`config.mk`:
```
export PLATFORM = sky130hd
export DESIGN_NAME = lifo
export DESIGN_NICKNAME = d
export VERILOG_FILES = /design/src/rtl/lifo.sv
export SDC_FILE = /design/constraint.sdc
export NUM_CORES = 1
export LEC_CHECK = 0
export ABC_CLOCK_PERIOD_IN_PS = 2900
export CAP_MARGIN = 15
export CORE_ASPECT_RATIO = 0.9
export CORE_MARGIN = 2
export CORE_UTILIZATION = 60
export DETAILED_ROUTE_END_ITERATION = 12
export PLACE_DENSITY = 0.79
export SLEW_MARGIN = 30
export SYNTH_ARGS = -nofsm -noshare
export SYNTH_HDL_FRONTEND = slang
export SYNTH_SLANG_ARGS = --single-unit
export TNS_END_PERCENT = 20
```
`constraint.sdc`:
```
create_clock -name clk_i -period 2.9 [get_ports clk_i]
set_clock_uncertainty 0.2 [all_clocks]
set_input_delay 0.435 -clock clk_i [delete_from_list [all_inputs] [get_ports clk_i]]
set_output_delay 0.435 -clock clk_i [all_outputs]
set_load 0.1 [all_outputs]
```
`src/rtl/lifo.sv`:
```
// Single-clock LIFO stack of 2**AWIDTH words with registered pop data and occupancy flags.
// Define LIFO_ERR_FLAGS_EN to add sticky overflow/underflow outputs ovf_o and udf_o.
module lifo #(
  parameter int unsigned DWIDTH = 8,
  parameter int unsigned AWIDTH = 4
) (
  input  logic              clk_i,
  input  logic              rst_n_i,
  input  logic              wrreq_i,
  input  logic [DWIDTH-1:0] data_i,
  input  logic              rdreq_i,
  output logic [DWIDTH-1:0] q_o,
  output logic              empty_o,
  output logic              full_o,
`ifdef LIFO_ERR_FLAGS_EN
  output logic              ovf_o,
  output logic              udf_o,
`endif
  output logic [AWIDTH:0]   usedw_o
);

  localparam int unsigned Depth = 2 ** AWIDTH;
  localparam logic [AWIDTH:0] DepthCnt = (AWIDTH + 1)'(Depth);

  logic [DWIDTH-1:0] mem_q [Depth];
  logic [AWIDTH:0]   usedw_d, usedw_q;
  logic [DWIDTH-1:0] q_d, q_q;
  logic [AWIDTH:0]   top_ptr;
  logic              push_ok, pop_ok;
  logic              empty, full;

  // Flags decode straight from the registered counter so they track usedw_o exactly.
  assign empty = (usedw_q == '0);
  assign full  = (usedw_q == DepthCnt);

  // Write has priority: a simultaneous read is dropped even when the push is refused.
  assign push_ok = wrreq_i & ~full;
  assign pop_ok  = rdreq_i & ~wrreq_i & ~empty;
  assign top_ptr = usedw_q - 1'b1;

  always_comb begin
    usedw_d = usedw_q;
    q_d     = q_q;
    if (push_ok) begin
      usedw_d = usedw_q + 1'b1;
    end else if (pop_ok) begin
      usedw_d = top_ptr;
      q_d     = mem_q[top_ptr[AWIDTH-1:0]];
    end
  end

  always_ff @(posedge clk_i or negedge rst_n_i) begin
    if (!rst_n_i) begin
      usedw_q <= '0;
      q_q     <= '0;
    end else begin
      usedw_q <= usedw_d;
      q_q     <= q_d;
    end
  end

  // Storage is deliberately left out of reset.
  always_ff @(posedge clk_i) begin
    if (push_ok) begin
      mem_q[usedw_q[AWIDTH-1:0]] <= data_i;
    end
  end

`ifdef LIFO_ERR_FLAGS_EN
  logic ovf_d, ovf_q, udf_d, udf_q;

  always_comb begin
    ovf_d = ovf_q | (wrreq_i & full);
    udf_d = udf_q | (rdreq_i & ~wrreq_i & empty);
  end

  always_ff @(posedge clk_i or negedge rst_n_i) begin
    if (!rst_n_i) begin
      ovf_q <= 1'b0;
      udf_q <= 1'b0;
    end else begin
      ovf_q <= ovf_d;
      udf_q <= udf_d;
    end
  end

  assign ovf_o = ovf_q;
  assign udf_o = udf_q;
`endif

  assign q_o     = q_q;
  assign usedw_o = usedw_q;
  assign empty_o = empty;
  assign full_o  = full;

endmodule

```
# Word-level counts from Yosys, hierarchy flattened
# Memories as Yosys holds them, arrays and structs flattened. A register that Yosys moved wholly into a read port is not among the register bits.
# Cells that the tools add are included.
[op_classes]
addsub = 2
n_eq_ne = 1
bitwise_logic = 7
reduce_logical = 4
n_mux = 4
[op_table]
columns = ["operator", "count"]
rows = [
  ["5-bit two-way mux", 2],
  ["5-bit by 1-bit adder with 5-bit output, second input constant", 1],
  ["5-bit == test, second input constant", 1],
  ["5-bit logical NOT", 1],
  ["5-bit by 1-bit subtractor with 5-bit output, second input constant", 1],
  ["1-bit inverter", 4],
  ["1-bit bitwise AND", 3],
  ["1-bit two-way mux", 2],
  ["2-bit AND reduction", 1],
  ["2-bit nonzero test", 1],
  ["1-bit logical NOT", 1],
]
[totals]
output_inout_bits = 15
mem_count = 1
mem_bits_rw = 128
in_bits = 12
wordCells = 20
ff_bits = 5
[mem_list]
columns = ["memory", "depth", "word_bits", "read_ports", "rd_ports_with_merged_regs", "wr", "line_no", "text"]
rows = [
  ["mem_q", 16, 8, 1, 1, 1, "25", "logic [DWIDTH-1:0] mem_q [Depth];"],
]

# Longest topological paths before layout
# Gate-level depths: netlist (run 1).
[logic_depth]
word_depth = 5
ltp_mapped = 10
depth_no_buf = 7

# Least setup slack after synthesis (run 1)
# Ideal clock, no wire load.
[synth_timing]
path_kind = "flip-flop to flip-flop"
from = "register usedw_q[0], in the netlist usedw_o[0]"
to = "register q_q[2], in the netlist q_o[2] (read register of mem_q)"
setup_ns = 0.123
synth_period_minus_slack_ns = 3.717
t_arrival_ns = 3.394
stages_incl_launch_ff = 11
setup_slack_ns = -0.817
path_buffers = 3
t_required_ns = 2.577
cell_sequence = "dfrtp_1 > buf_2 > inv_1 > ha_1 > buf_6 > nor4b_4 > nor3b_1 > and2_1 > clkbuf_1 > nand4_1 > nand2_1"
[synth_between]
elab_cells_between_ends = 9
classes_between = "add/sub (1); eq/ne (1); bitwise (5); reduce/logical (2)"
[synth_rtl]
columns = ["item", "line_no", "text"]
rows = [
  ["start: declaration", "26", "logic [AWIDTH:0] usedw_d, usedw_q;"],
  ["start signal: assignment", "57", "usedw_q <= usedw_d;"],
  ["5-bit logical NOT", "33", "assign empty = (usedw_q == '0);"],
  ["named net empty_o", "13", "output logic empty_o,"],
  ["1-bit inverter", "38", "assign pop_ok = rdreq_i & ~wrreq_i & ~empty;"],
  ["1-bit bitwise AND", "38", ""],
  ["2-bit AND reduction (no source line)", "--", ""],
  ["end: declaration", "27", "logic [DWIDTH-1:0] q_d, q_q;"],
]
# The timed path passes the listed nets, and every way through them passes these cells.
# A chain may end at the register's enable or synchronous reset.

# Final worst setup path (run 1)
[layout_timing]
from = "register usedw_q[0], in the netlist usedw_o[0]"
to = "output port empty_o"
[layout_between]
elab_chain_cells = 1
[layout_rtl]
columns = ["item", "line_no"]
rows = [
  ["5-bit logical NOT", "33"],
  ["end: declaration", "13"],
]
# Every way passes these cells.

==> metrics.yaml, run 1 <==
hold_buffers: 0
leakage_nw: 2.42
synth_nets: 395
synth_top_cell_area_share_pct: 67.2
synth.area.mux_share_pct: 7.09
syn_area_um2: 5720
critPathTopFamily: "flip-flops"
grt_pass1_vias: 3459
cpMaxStageDelayCell: "dfrtp_4"
critPathCaptureType: "output port"
cts_resized: 0
syn_inst: 379
initial_utilization_pct: 62.1
cts_root_buffer: "clkbuf_8"
startpoint: "usedw_o[0]$_DFFE_PN0P_"
crit_required_ns: 2.27
p_per_area_nw_per_um2: 1190
hold_class: "in -> async"
vias: 3491
final_nets: 444
rsz0062_at_grt: "no"
outcome: "finished clean"
grt.total_usage_pct: 26.0
ios: 27
post-dp-hpwl_mm: 7.91
numCtsBuffers: 17
report.power.total_mw: 8.01
grt_max_degree: 34
slew_viol_final: 0
path_class: "reg -> out"
drt-initial-drc-count: 327
htreeDepth: 4
postCtsSetupBuffers: 0
core_area_um2: 9210
synth.avg_cell_area_um2: 15.1
worst-path-buf-inv: 2
placed_area_um2: 6210
grt_pass1_wl_mm: 19.4
crit_path_max_fanout: 16
fin_crit_sh_pct: 92.1
ys.flop_type: "edfxtp_1"
dieWidth_um: 107
ant_nets: 0
start_kind: "flip-flop"
drive_above_1_share_pct: 17.5
clk_pin_slew_ns: 0.06
relSlewSlack_pct: 51.5
crit_chain: "inv_6 > ha_4 > nor4b_4 > buf_12"
period_needed_ns: 2.67
r2r-start: "usedw_o[0]$_DFFE_PN0P_"
synth_edf_count: 128
yosys_warnings: 0
clock_latency_ns: 0.52
yosysTopAreaCell: "edfxtp_1"
num_rows: 33
crit_arrival_ns: 2.03
grt_antenna_before_repair: 0
cap_violations: 0
design_area_um2: 6760
wirelength_mm: 12.5
via_per_inst: 6.21
area_growth_pct: 18.1
grt.overflow.total: 0
synthAdderAreaFrac_pct: 0.875
cts.sinks: 141
ys_seq_area_share_pct: 72.9
die_y_um: 96.6
cts_tree: "yes"
max_freq_ghz: 0.375
synth_top_family_by_area: "simple AND/OR/NAND/NOR gates"
finalHoldViolCount: 0
io_buffers: 26
wl_per_cell_um: 22.2
dieArea_um2: 10300
slowest_delay_ns: 0.58
clk_path_buf_depth: 2
synth_compound_area_share_pct: 5.38
place_congestion: 0.900
ir_drop_mv: 0.805
ys_async_sr_fraction_pct: 9.22
drc: 0
synth_seq_cells: 141
utilization_pct: 73.4
worstMarginPinSlew_ns: 0.725
synth-xor-area-share_pct: 1.38
final-setup-viol-count: 0
drt-pass1-iter-count: 5
insertedDiodeCount: 0
synth.area.top_cells: "edfxtp_1 67%, mux2i_1 6.3%, dfrtp_1 5.7%"
yosys.area_share.simple_pct: 10.3
synth.distinct_cells: 35
## metrics by stage
stage / worst slack, ns / TNS [ns] / cells / hold WS (ns)
CTS: 0.219 / 0 / 562 / 0.134
global route: 0.135 / 0 / 562 / 0.190
finish: 0.231 / 0 / 562 / 0.141
detailed placement: 0.450 / 0 / 531 / 0.325
floorplan: -0.341 / -3.53 / 379 / -0.0606
global placement: 0.504 / 0 / 531 / 0.327
## final cells by class
class | instances | area, um2
timing repair buffer | 48 | 413
clock buffer | 19 | 422
fill | 552 | 2450
inverter | 3 | 16.3
tap | 122 | 153
clock inverter | 12 | 124
multi-input combinational | 217 | 1450
sequential | 141 | 4170
## cells by family (layout without fill, tap and decap cells)
family / after synthesis / in the layout
fa+ha+maj: 4 / 4
xor+xnor: 6 / 6
mux: 38 / 38
simple gates: 130 / 130
flops: 141 / 141
buf+inv: 21 / 82
compound gates: 39 / 39
## sequential cells by signal, indices dropped and copies added (netlist names)
signal	flops
usedw_o	5
mem_q	128
q_o	8
## synthesized netlist by cell type, types with 2 or more instances
master      n
and2_1      2
nand3_1    18
dfrtp_1    13
mux2i_1    36
buf_1       2
buf_2       9
xnor2_1     4
nand2b_1    2
and3_1      4
nand2_1    65
a22oi_1    16
edfxtp_1  128
nor3_1      3
clkbuf_1    3
mux4_2      2
ha_1        4
nor2_1     23
a21oi_1     3
buf_6       3
inv_1       3
nand4_1     8
a32oi_1    15
## routing by layer
metal | wire length, um | global-route usage [%] | share of wire, %
met5 | 0 | 0 | 0
met2 | 6080 | 40.1 | 49
met3 | 1060 | 6.54 | 8.5
met4 | 192 | 7.59 | 1.5
met1 | 5130 | 37.3 | 41
## power breakdown
part	internal (mW)	switching (mW)	total, mW
logic	1.08	2.26	3.34
clock network	1.21	0.778	1.99
registers	2.47	0.214	2.68
## placed cells by master (no fill, tap or decap), types with 8 or more instances in the layout
cell type        instances
nor2_1                  22
mux2i_1                 36
buf_4                   35
a32oi_1                 15
nand3_1                 18
edfxtp_1               128
a22oi_1                 16
dfrtp_1                 11
nand4_1                  8
nand2_1                 65
clkdlybuf4s50_1         11
clkbuf_16               16
## final timing paths
check                                    endpoint  depth (start not counted)  slack [ns]
min in group clk_i             q_o[0]$_DFFE_PN0P_                          2        0.36
setup reg to reg               q_o[4]$_DFFE_PN0P_                          7        0.36
hold reg to reg                q_o[0]$_DFFE_PN0P_                          2        0.36
hold / removal             usedw_o[3]$_DFFE_PN0P_                          1        0.14
max in group asynchronous  usedw_o[0]$_DFFE_PN0P_                          1        1.85
setup / recovery                          empty_o                          4        0.23
No activity file was read; power rests on OpenSTA's default activity.
==> run 2, diff against run 1 <==
--- a/config.mk
+++ b/config.mk
@@ -12,7 +12,7 @@
 export CORE_UTILIZATION = 60
 export DETAILED_ROUTE_END_ITERATION = 12
 export PLACE_DENSITY = 0.79
-export SLEW_MARGIN = 30
+export SLEW_MARGIN = 20
 export SYNTH_ARGS = -nofsm -noshare
 export SYNTH_HDL_FRONTEND = slang
 export SYNTH_SLANG_ARGS = --single-unit
==> results of run 2 <==
The final DEF is identical to that of run 1; final timing and power are the same.
